`config.mk`:
```
export PLATFORM = sky130hd
export DESIGN_NAME = snax_hwpe_reg_slave_flat
export DESIGN_NICKNAME = d
export VERILOG_FILES = /design/src/rtl/snax_hwpe_reg_pkg.sv /design/src/rtl/hwpe_ctrl_intf_periph.sv /design/src/rtl/snax_hwpe_job_fsm.sv /design/src/rtl/snax_hwpe_reg_slave.sv /design/src/flat_wrapper.sv
export SDC_FILE = /design/constraint.sdc
export NUM_CORES = 1
export LEC_CHECK = 0
export BUFFER_PORTS_ARGS = -buffer_cell sky130_fd_sc_hd__buf_2
export CAP_MARGIN = 20
export CELL_PAD_IN_SITES_DETAIL_PLACEMENT = 0
export CELL_PAD_IN_SITES_GLOBAL_PLACEMENT = 1
export CORE_MARGIN = 2
export CORE_UTILIZATION = 42
export CTS_CLUSTER_SIZE = 28
export DETAILED_ROUTE_END_ITERATION = 16
export HOLD_SLACK_MARGIN = 0.1
export PLACE_DENSITY = 0.92
export SLEW_MARGIN = 15
export SYNTH_ARGS = -nofsm -noshare
export SYNTH_HDL_FRONTEND = slang
export SYNTH_HIERARCHICAL = 1
export SYNTH_SLANG_ARGS = --single-unit
```
`constraint.sdc`:
```
create_clock -name clk_i -period 2.27 [get_ports clk_i]
set_input_delay 0.454 -clock clk_i [delete_from_list [all_inputs] [get_ports clk_i]]
set_output_delay 0.454 -clock clk_i [all_outputs]
set_load 0.03 [all_outputs]
```
`src/rtl/snax_hwpe_reg_pkg.sv`:
```
// Shared constants for the SNAX HWPE register slave: word-index register map,
// job FSM state encoding and default ID width.
package snax_hwpe_reg_pkg;

  localparam int unsigned DefaultIdWidth    = 5;
  localparam int unsigned DefaultNumCfgRegs = 8;

  // Word indices (byte address >> 2)
  localparam logic [29:0] IdxTrigger = 30'd0;
  localparam logic [29:0] IdxStatus  = 30'd1;
  localparam logic [29:0] IdxJobCnt  = 30'd2;
  localparam logic [29:0] IdxPerfCyc = 30'd3;
  localparam logic [29:0] IdxCfgBase = 30'd4;

  typedef enum logic {
    StIdle = 1'b0,
    StRun  = 1'b1
  } job_state_e;

  function automatic logic [31:0] merge_bytes(input logic [31:0] old_val,
                                              input logic [31:0] new_val,
                                              input logic [3:0]  be);
    logic [31:0] res;
    res = old_val;
    for (int b = 0; b < 4; b++) begin
      if (be[b]) res[8*b +: 8] = new_val[8*b +: 8];
    end
    return res;
  endfunction

endpackage

```
`src/rtl/hwpe_ctrl_intf_periph.sv`:
```
// Peripheral register bus: one-cycle grant, response exactly one cycle later.
// Handshake: a request is taken when req && gnt; r_valid then pulses once with r_id/r_data.
interface hwpe_ctrl_intf_periph #(
  parameter int unsigned ID_WIDTH = snax_hwpe_reg_pkg::DefaultIdWidth
) ();

  logic                req;
  logic [31:0]         add;
  logic                wen;
  logic [3:0]          be;
  logic [31:0]         data;
  logic [ID_WIDTH-1:0] id;
  logic                gnt;
  logic                r_valid;
  logic [31:0]         r_data;
  logic [ID_WIDTH-1:0] r_id;

  modport master (
    output req, add, wen, be, data, id,
    input  gnt, r_valid, r_data, r_id
  );

  modport slave (
    input  req, add, wen, be, data, id,
    output gnt, r_valid, r_data, r_id
  );

endinterface

```
`src/rtl/snax_hwpe_job_fsm.sv`:
```
// IDLE/RUN job sequencer: starts on a TRIGGER write in IDLE, ends on done_i in RUN.
// start_o/evt_o are registered one-cycle pulses following the respective transition.
module snax_hwpe_job_fsm
  import snax_hwpe_reg_pkg::*;
(
  input  logic       clk_i,
  input  logic       rst_ni,
  input  logic       trigger_i,
  input  logic       done_i,
  output logic       enter_run_o,
  output logic       done_acc_o,
  output logic       start_o,
  output logic       evt_o,
  output job_state_e state_o
);

  job_state_e state_q, state_d;
  logic       start_q, evt_q;

  always_comb begin
    state_d     = state_q;
    enter_run_o = 1'b0;
    done_acc_o  = 1'b0;
    case (state_q)
      StIdle: begin
        if (trigger_i) begin
          state_d     = StRun;
          enter_run_o = 1'b1;
        end
      end
      StRun: begin
        // A TRIGGER write landing here, even with done_i, is deliberately dropped.
        if (done_i) begin
          state_d    = StIdle;
          done_acc_o = 1'b1;
        end
      end
      default: state_d = StIdle;
    endcase
  end

  always_ff @(posedge clk_i or negedge rst_ni) begin
    if (!rst_ni) begin
      state_q <= StIdle;
      start_q <= 1'b0;
      evt_q   <= 1'b0;
    end else begin
      state_q <= state_d;
      start_q <= enter_run_o;
      evt_q   <= done_acc_o;
    end
  end

  assign start_o = start_q;
  assign evt_o   = evt_q;
  assign state_o = state_q;

endmodule

```
`src/rtl/snax_hwpe_reg_slave.sv`:
```
// HWPE control register slave: job trigger/status, job counter and CFG registers.
// Define SNAX_HWPE_PERF_CNT_EN to build in the saturating PERF_CYC run-cycle counter.
module snax_hwpe_reg_slave
  import snax_hwpe_reg_pkg::*;
#(
  parameter int unsigned NumCfgRegs = DefaultNumCfgRegs,
  parameter int unsigned IdWidth    = DefaultIdWidth
) (
  input  logic                         clk_i,
  input  logic                         rst_ni,
  hwpe_ctrl_intf_periph.slave          periph,
  output logic [NumCfgRegs-1:0][31:0]  cfg_o,
  output logic                         start_o,
  input  logic                         done_i,
  output logic                         busy_o,
  output logic                         evt_o
);

  logic [29:0] idx;
  logic        unused_add_lsb;
  logic        wr_en, rd_en, trigger;
  logic        enter_run, done_acc;
  job_state_e  job_state;

  assign idx            = periph.add[31:2];
  assign unused_add_lsb = ^periph.add[1:0];
  assign wr_en          = periph.req & ~periph.wen;
  assign rd_en          = periph.req & periph.wen;
  assign trigger        = wr_en && (idx == IdxTrigger) && (|periph.be);

  snax_hwpe_job_fsm i_job_fsm (
    .clk_i       (clk_i),
    .rst_ni      (rst_ni),
    .trigger_i   (trigger),
    .done_i      (done_i),
    .enter_run_o (enter_run),
    .done_acc_o  (done_acc),
    .start_o     (start_o),
    .evt_o       (evt_o),
    .state_o     (job_state)
  );

  assign busy_o = (job_state == StRun);

  logic [NumCfgRegs-1:0][31:0] cfg_q, cfg_d;
  logic [31:0]                 job_cnt_q, job_cnt_d;
  logic [31:0]                 perf_cyc;
  logic [31:0]                 rd_data;
  logic                        r_valid_q;
  logic [31:0]                 r_data_q;
  logic [IdWidth-1:0]          r_id_q;

  // CFG is frozen for the whole job so the engine sees a stable configuration.
  always_comb begin
    cfg_d = cfg_q;
    if (wr_en && !busy_o) begin
      for (int unsigned k = 0; k < NumCfgRegs; k++) begin
        if (idx == IdxCfgBase + 30'(k)) cfg_d[k] = merge_bytes(cfg_q[k], periph.data, periph.be);
      end
    end
  end

  assign job_cnt_d = done_acc ? job_cnt_q + 32'd1 : job_cnt_q;

`ifdef SNAX_HWPE_PERF_CNT_EN
  logic [31:0] perf_q, perf_d;

  always_comb begin
    perf_d = perf_q;
    if (enter_run) begin
      perf_d = '0;
    end else if (busy_o && (perf_q != 32'hFFFF_FFFF)) begin
      perf_d = perf_q + 32'd1;
    end
  end

  always_ff @(posedge clk_i or negedge rst_ni) begin
    if (!rst_ni) perf_q <= '0;
    else         perf_q <= perf_d;
  end

  assign perf_cyc = perf_q;
`else
  logic unused_enter_run;
  assign unused_enter_run = enter_run;
  assign perf_cyc         = '0;
`endif

  always_comb begin
    rd_data = '0;
    case (idx)
      IdxStatus:  rd_data = {31'b0, busy_o};
      IdxJobCnt:  rd_data = job_cnt_q;
      IdxPerfCyc: rd_data = perf_cyc;
      default:    rd_data = '0;
    endcase
    for (int unsigned k = 0; k < NumCfgRegs; k++) begin
      if (idx == IdxCfgBase + 30'(k)) rd_data = cfg_q[k];
    end
  end

  always_ff @(posedge clk_i or negedge rst_ni) begin
    if (!rst_ni) begin
      cfg_q     <= '0;
      job_cnt_q <= '0;
      r_valid_q <= 1'b0;
      r_data_q  <= '0;
      r_id_q    <= '0;
    end else begin
      cfg_q     <= cfg_d;
      job_cnt_q <= job_cnt_d;
      r_valid_q <= periph.req;
      r_data_q  <= rd_en ? rd_data : '0;
      r_id_q    <= periph.req ? periph.id : '0;
    end
  end

  assign periph.gnt     = periph.req;
  assign periph.r_valid = r_valid_q;
  assign periph.r_data  = r_data_q;
  assign periph.r_id    = r_id_q;
  assign cfg_o          = cfg_q;

endmodule

```
`src/flat_wrapper.sv`:
```
// flat-port wrapper written by rule: the top's interface ports become plain ports
module snax_hwpe_reg_slave_flat import snax_hwpe_reg_pkg::*;
#(
  parameter int unsigned NumCfgRegs = DefaultNumCfgRegs,
  parameter int unsigned IdWidth    = DefaultIdWidth
)
  (clk_i, rst_ni, cfg_o, start_o, done_i, busy_o, evt_o, periph_req, periph_add, periph_wen, periph_be, periph_data, periph_id, periph_gnt, periph_r_valid, periph_r_data, periph_r_id);
  hwpe_ctrl_intf_periph #(.ID_WIDTH((5))) periph_i ();
  input  logic clk_i;
  input  logic rst_ni;
  output logic [NumCfgRegs-1:0][31:0] cfg_o;
  output logic start_o;
  input  logic done_i;
  output logic busy_o;
  output logic evt_o;
  input wire logic [$bits(periph_i.req)-1:0] periph_req;
  input wire logic [$bits(periph_i.add)-1:0] periph_add;
  input wire logic [$bits(periph_i.wen)-1:0] periph_wen;
  input wire logic [$bits(periph_i.be)-1:0] periph_be;
  input wire logic [$bits(periph_i.data)-1:0] periph_data;
  input wire logic [$bits(periph_i.id)-1:0] periph_id;
  output wire logic [$bits(periph_i.gnt)-1:0] periph_gnt;
  output wire logic [$bits(periph_i.r_valid)-1:0] periph_r_valid;
  output wire logic [$bits(periph_i.r_data)-1:0] periph_r_data;
  output wire logic [$bits(periph_i.r_id)-1:0] periph_r_id;
  assign periph_i.req = periph_req;
  assign periph_i.add = periph_add;
  assign periph_i.wen = periph_wen;
  assign periph_i.be = periph_be;
  assign periph_i.data = periph_data;
  assign periph_i.id = periph_id;
  assign periph_gnt = periph_i.gnt;
  assign periph_r_valid = periph_i.r_valid;
  assign periph_r_data = periph_i.r_data;
  assign periph_r_id = periph_i.r_id;
  snax_hwpe_reg_slave #(.NumCfgRegs(NumCfgRegs), .IdWidth(IdWidth)) u_core (.clk_i(clk_i), .rst_ni(rst_ni), .periph(periph_i), .cfg_o(cfg_o), .start_o(start_o), .done_i(done_i), .busy_o(busy_o), .evt_o(evt_o));
endmodule
```
==> flow_summary_export.csv, run 1 <==
group,metric,value,unit
cells_and_area,nNetsFinal,1840,
cells_and_area,nFillCells,2910,
cells_and_area,multi_input_area,6950,um2
status,outcome,"finished with violations",
logic_synthesis,synth_nets,1320,
timing,drv_slew,0,
power,p_int,9.93,mW
placement,port_buffers,373,
timing,worstMarginPinSlew,0.683,ns
logic_synthesis,synth_warnings,6,
timing,relSlewSlack,54.3,%
clock_tree,cts_made_buffers,37,
timing,setup_viol,1,
placement,placed_cells,2182,
power,power_leakage,11.0,nW
timing,setup_slack,-0.00150,ns
worst_setup_path,rrSetupSlack,0.21,ns
global_route,use_met2,48.5,%
clock_tree,cts_tree,"done",
clock_tree,postCtsSetupBuffers,0,
timing,final-hold-violation-count,0,
logic_synthesis,postSynthCellCount,1241,
floorplanning,start_util,42.6,%
route,drtIter0Drc,1021,
route,firstDrtPassIters,6,
power,finalPower,12.8,mW
global_route,grt_pass1_vias,13400,
logic_synthesis,syn_area_per_cell,12.2,um2
logic_synthesis,synth.cell_area,15100,um2
route,vias_per_cell,5.91,
worst_setup_path,cp.arrival,2.68,ns
worst_setup_path,crit_path_end_kind,"flip-flop",
logic_synthesis,synth_commonest_cells,"329 x dfrtp_1, 253 x mux2_2, 90 x nand2_1, 85 x nor2_1, 54 x clkbuf_1",
floorplanning,die_h,194,um
route,route.final.wire_length,57.2,mm
floorplanning,die_area,37600,um2
logic_synthesis,yosysUniqueCellTypes,52,
logic_synthesis,synth_area_leaders,"dfrtp_1 54%, mux2_2 19%, nand2_1 2.2%",
global_route,grt_antenna_before_repair,1,
cells_and_area,seqCellArea,8230,um2
job,maxCapViolCount,0,
timing,finClkSkew,0.0136,ns
cells_and_area,design_area,20700,um2
power,seqPwrFrac,45.9,%
timing,fin_crit_sh,100,%
clock_tree,ctsHtreeMaxLevel,2,
timing,period_minus_slack,2.27,ns
clock_tree,clock_latency,0.53,ns
worst_setup_path,crit_type,"primary input to flip-flop",
power,p_clk_share,49.5,%
worst_setup_path,worst_r2r_endpoint,"u_core/cfg_o[175]$_DFFE_PN0P_",
worst_setup_path,r2r_start,"u_core/i_job_fsm/state_o$_DFF_PN0_",
floorplanning,pin_count,376,
cells_and_area,fin_cells,2250,
floorplanning,dieWidth,194,um
global_route,grt_overflow,0,
logic_synthesis,yosysTopAreaCellShare,54.4,%
global_route,grt_busiest_layer,"met2",
worst_setup_path,cp-startpoint,"periph_add[20]",
power,switchingPower,2.85,mW
power,p_per_area,616,nW/um2
global_route,grt_usage,29.7,%
power,p_comb_share,4.6,%
logic_synthesis,synth.yosys.seq_area_share,54.4,%
worst_setup_path,r2r_cells,6,
logic_synthesis,synth_edf_count,0,
clock_tree,cts_root_buf,"clkbuf_16",
logic_synthesis,synth-async-reset-ratio,100,%
power,netSwitchingFraction,22.3,%
logic_synthesis,synth_top_area_cell,"dfrtp_1",
clock_tree,cts.sinks,329,
clock_tree,clock_path_buffers,3,
worst_setup_path,worstSetupStartpointType,"primary input",
logic_synthesis,yosysMostFrequentCell,"dfrtp_1",
min_path,hold_path_class,"primary input to flip-flop",
cells_and_area,drive_gt1_share,50.9,%
placement,dp_hpwl,40.9,mm
placement,post_dp_cell_area,19300,um2
logic_synthesis,synth-seq-cells,329,
floorplanning,core,35500,um2
timing,tns,-0.00150,ns
global_route,use_met1,38.7,%
route,antenna_left,0,
power,vdd_drop_max,654,uV
global_route,use_met3,6.80,%
timing,clock.fmax,440,MHz
floorplanning,placementRows,69,
worst_setup_path,cp.required,2.68,ns
timing,rsz0062_at_grt,"true",
status,violations,"negative setup slack",
route,avgRoutedWirePerCell,25.4,um
clock_tree,clk_pin_slew,0.06,ns
worst_setup_path,setup.worst_path.end,"u_core/cfg_o[50]$_DFFE_PN0P_",
placement,globalplace.congestion,0.936,
worst_setup_path,worst-path-max-fanout,8,
global_route,grt_start_max_net_pins,62,
logic_synthesis,ys.flop_type,"dfrtp_1",
route,drc,0,
route,dr_total_vias,13300,
cells_and_area,syn_to_final_growth,37.0,%
global_route,grt_pass1_wl,85.1,mm
## critical path: stages
cell and delay (ns):
buf_2 0.10, or4_4 0.59, or4_4 0.66, nor3_4 0.20
buf_6 0.16, nand2_2 0.07, buf_12 0.15, mux2_2 0.28
## power groups by stage
stage	clock network (mW)	registers, mW	logic (mW)
global placement	0	5.98	0.557
finish	6.32	5.87	0.586
detailed placement	0	5.98	0.571
floorplan	0	5.99	0.154
CTS	6.43	5.87	0.576
global route	6.69	5.87	0.637
## sequential cells by signal (all words and copies together) (netlist names)
signal,count
u_core/cfg_o,256
u_core/job_cnt_q,32
u_core/periph.r_data,32
u_core/periph.r_id,5
u_core/i_job_fsm/evt_o,1
u_core/i_job_fsm/start_o,1
u_core/i_job_fsm/state_o,1
u_core/periph.r_valid,1
## routing by layer
metal	routed length, um	up-vias	part of all wire [%]
met5	0	-	0
li1	-	5701	-
met4	2270	0	4.0
met1	22600	6624	39
met3	5140	171	9.0
met2	27300	798	48
## how the worst min path moves through the flow
stage                                            to  slack (ns)  depth (start not counted)    startpoint
global placement      u_core/cfg_o[216]$_DFFE_PN0P_        0.38                          1        rst_ni
detailed placement    u_core/cfg_o[248]$_DFFE_PN0P_        0.39                          1        rst_ni
CTS                 u_core/periph.r_id[3]$_DFF_PN0_        0.12                          2  periph_id[3]
finish              u_core/periph.r_id[2]$_DFF_PN0_        0.13                          2  periph_id[2]
global route        u_core/periph.r_id[2]$_DFF_PN0_        0.13                          2  periph_id[2]
floorplan               u_core/cfg_o[0]$_DFFE_PN0P_        0.16                          0        rst_ni
## logic make-up (layout without fill, tap and decap cells)
| kind of cell | Yosys count | count (layout) | share of synthesized area (%) |
|---|---|---|---|
| and+or+nand+nor | 307 | 308 | 10.8 |
| DFF | 329 | 329 | 54.4 |
| muxes | 264 | 264 | 19.7 |
| xor gates and xnor gates | 31 | 31 | 1.79 |
| other | 0 | 1 | 0 |
| adders and majority gates | 1 | 1 | 0.0827 |
| buffers and inverters | 71 | 617 | 1.83 |
| AOI/OAI and AO/OA | 238 | 238 | 11.4 |
## area by class of cell
class | count | area share, %
antenna | 1 | 0.0121
clock buffer | 55 | 5.57
clock inverter | 11 | 0.730
inverter | 5 | 0.0905
multi-input combinational | 842 | 33.5
sequential | 329 | 39.7
tap | 461 | 2.78
timing repair buffer | 546 | 17.6
## placed cells by master, fill, tap and decap left out, types with 4 or more instances in the layout
cell type	count
buf_2	372
dfrtp_1	329
mux2_2	221
buf_4	133
nand2_1	83
nor2_1	83
clkbuf_16	39
o2111ai_1	38
buf_12	37
a21oi_1	35
o22ai_1	34
mux2_4	32
o2bb2ai_1	30
a22oi_1	30
nand3_1	22
xnor2_1	21
a21o_1	20
nor3_1	19
o21ai_0	17
nor4_4	14
nand4_1	14
and2_1	13
clkbuf_8	12
xor2_1	10
nor4_1	7
a221oi_1	7
nor2_4	6
a22o_1	6
and3_1	6
nor4_2	5
inv_1	5
mux2i_1	5
mux2_1	5
clkbuf_1	4
nand2b_1	4
nand2_4	4
nor2b_1	4
## what timing repair did
item                                   in CTS  in global routing
setup endpoints to repair                   1                120
endpoints found under the hold margin      32                  0
gates resized for setup                     1                 20
gates cloned                                0                  1
pin swaps                                   0                  6
hold buffers                                1                  0
## metrics by stage
stage	setup slack, ns	hold slack (ns)	util (%)
floorplan	-0.413	0.158	-
global placement	-0.526	0.384	54.5
detailed placement	-0.572	0.390	54.5
CTS	0.00648	0.122	58.2
global route	-0.0389	0.127	58.4
finish	-0.00150	0.133	58.4
Power figures use the tool's default switching activity.
==> inputs of run 2 (changes only) <==
- RECOVER_POWER: not set -> 50
==> flow_summary_export.csv, run 2 (synthesis gave the netlist of run 1 again) <==
group,metric,value,unit
clock_tree,postCtsSetupBuffers,0,
worst_setup_path,worst-path-max-fanout,9,
placement,globalplace.congestion,0.936,
cells_and_area,nNetsFinal,1840,
clock_tree,clk_pin_slew,0.06,ns
route,firstDrtPassIters,7,
power,seqPwrFrac,46.0,%
power,netSwitchingFraction,22.4,%
floorplanning,die_h,194,um
worst_setup_path,cp.required,2.72,ns
floorplanning,placementRows,69,
timing,final-hold-violation-count,0,
timing,period_minus_slack,2.29,ns
cells_and_area,mostFrequentLayoutCells,"329 x dfrtp_1, 248 x buf_2, 221 x mux2_2, 132 x clkbuf_1, 123 x buf_4",
power,p_int,9.92,mW
timing,rsz0062_at_grt,"true",
timing,relSlewSlack,14.5,%
route,antenna_left,0,
cells_and_area,seqCellArea,8230,um2
floorplanning,core,35500,um2
placement,dp_hpwl,40.9,mm
route,vias_per_cell,5.89,
power,finalPower,12.8,mW
global_route,grt_usage,29.7,%
min_path,min-delay-start,"periph_id[2]",
power,vdd_drop_max,654,uV
clock_tree,clock_latency,0.53,ns
min_path,whs_path_depth,2,
min_path,hold_end,"u_core/periph.r_id[2]$_DFF_PN0_",
clock_tree,cts_tree,"done",
clock_tree,cts_root_buf,"clkbuf_16",
worst_setup_path,worst_r2r_endpoint,"u_core/job_cnt_q[26]$_DFFE_PN0P_",
cells_and_area,drive_gt1_share,43.7,%
floorplanning,start_util,42.6,%
floorplanning,dieWidth,194,um
floorplanning,pin_count,376,
route,route.final.wire_length,57.3,mm
min_path,hold_path_class,"primary input to flip-flop",
worst_setup_path,worstSetupStartpointType,"primary input",
timing,worstMarginPinSlew,1.28,ns
global_route,grt_antenna_before_repair,1,
job,maxCapViolCount,0,
floorplanning,die_area,37600,um2
worst_setup_path,r2r_start,"u_core/i_job_fsm/state_o$_DFF_PN0_",
clock_tree,cts.sinks,329,
worst_setup_path,rrSetupSlack,0.17,ns
route,avgRoutedWirePerCell,25.5,um
cells_and_area,design_area,20500,um2
power,power_leakage,10.4,nW
timing,clock.fmax,437,MHz
global_route,grt_pass1_wl,85.1,mm
route,drc,0,
timing,finClkSkew,0.0130,ns
route,dr_total_vias,13300,
power,p_clk_share,49.6,%
route,drtIter0Drc,1052,
timing,drv_slew,0,
status,outcome,"finished with violations",
worst_setup_path,cp.arrival,2.74,ns
timing,setup_viol,2,
status,violations,"negative setup slack",
cells_and_area,largest_reg_flops,256,
worst_setup_path,crit_type,"primary input to flip-flop",
global_route,grt_overflow,0,
timing,fin_crit_sh,101,%
worst_setup_path,r2r_cells,7,
power,switchingPower,2.86,mW
placement,port_buffers,373,
cells_and_area,syn_to_final_growth,35.6,%
timing,setup_slack,-0.0199,ns
worst_setup_path,crit_path_end_kind,"flip-flop",
power,p_comb_share,4.5,%
cells_and_area,final_common_cell,"dfrtp_1",
global_route,grt_start_max_net_pins,62,
placement,post_dp_cell_area,19300,um2
clock_tree,ctsHtreeMaxLevel,2,
clock_tree,clock_path_buffers,3,
clock_tree,cts_made_buffers,37,
power,p_per_area,623,nW/um2
cells_and_area,multi_input_area,6950,um2
global_route,grt_pass1_vias,13400,
cells_and_area,nFillCells,2972,
[run 2: changes by cell type in the layout (fill, tap and decap cells not counted), moves of 4 or more]
cell      change
and2_0        +4
and2_1        -4
buf_2       -124
buf_4        -10
clkbuf_1    +128
clkbuf_2      +6
[run 2: worst max-delay path: stages]
cell and delay, ns:
buf_2 0.11, or4_4 0.59, nor4_2 0.39, buf_4 0.25, nand2_1 0.08, a2111oi_1 0.48
buf_4 0.19, a221oi_1 0.06, o22ai_1 0.14
[run 2: per-stage QoR]
step / std cells / hold slack (ns) / setup WS (ns) / utilization (%) / TNS [ns]
after floorplan: 1241 / 0.158 / -0.413 / - / -60.83
after global placement: 2182 / 0.384 / -0.526 / 54.5 / -108.45
after detailed placement: 2182 / 0.390 / -0.572 / 54.5 / -112.86
after CTS: 2249 / 0.122 / 0.00648 / 58.2 / 0
after global routing: 2250 / 0.127 / -0.0389 / 57.8 / -0.464
final: 2250 / 0.133 / -0.0199 / 57.8 / -0.0215
[run 2: power groups by stage]
| stage | clock (mW) | sequential [mW] | combinational, mW |
|---|---|---|---|
| floorplan | 0 | 5.99 | 0.154 |
| global route | 6.69 | 5.87 | 0.621 |
| CTS | 6.43 | 5.87 | 0.576 |
| detailed placement | 0 | 5.98 | 0.571 |
| finish | 6.33 | 5.87 | 0.571 |
| global placement | 0 | 5.98 | 0.557 |
[run 2: how the worst max path moves through the flow]
| stage | from | to | slack [ns] | cells after the start |
|---|---|---|---|---|
| 3_5_place_dp | periph_add[19] | u_core/periph.r_data[24]$_DFF_PN0_ | -0.57 | 9 |
| 2_1_floorplan | periph_add[19] | u_core/cfg_o[184]$_DFFE_PN0P_ | -0.41 | 6 |
| 4_1_cts | periph_add[19] | u_core/cfg_o[58]$_DFFE_PN0P_ | 0.006 | 7 |
| 5_1_grt | periph_add[19] | u_core/periph.r_data[19]$_DFF_PN0_ | -0.04 | 11 |
| 6_report | periph_add[20] | u_core/periph.r_data[19]$_DFF_PN0_ | -0.02 | 9 |
| 3_3_place_gp | periph_add[19] | u_core/periph.r_data[24]$_DFF_PN0_ | -0.53 | 9 |
[run 2: layout make-up]
class / instances / area share [%]
sequential: 329 / 40.1
multi-input combinational: 842 / 33.9
timing repair buffer: 546 / 16.7
clock buffer: 55 / 5.63
tap: 461 / 2.81
clock inverter: 11 / 0.738
inverter: 5 / 0.0915
antenna: 1 / 0.0122
[run 2: per-layer routing]
metal | track usage [%] | vias up | wire, um
li1 | - | 5706 | -
met1 | 38.7 | 6639 | 22900
met2 | 48.5 | 746 | 27200
met3 | 6.80 | 168 | 4890
met4 | 11.5 | 0 | 2300
met5 | 0 | - | 0
[run 2: what timing repair did]
action,in CTS,in global routing
cloned,0,1
hold buffers,1,0
pin swaps,0,6
hold endpoints to repair,32,0
gates resized for setup,1,20
endpoints found under the setup margin,1,120
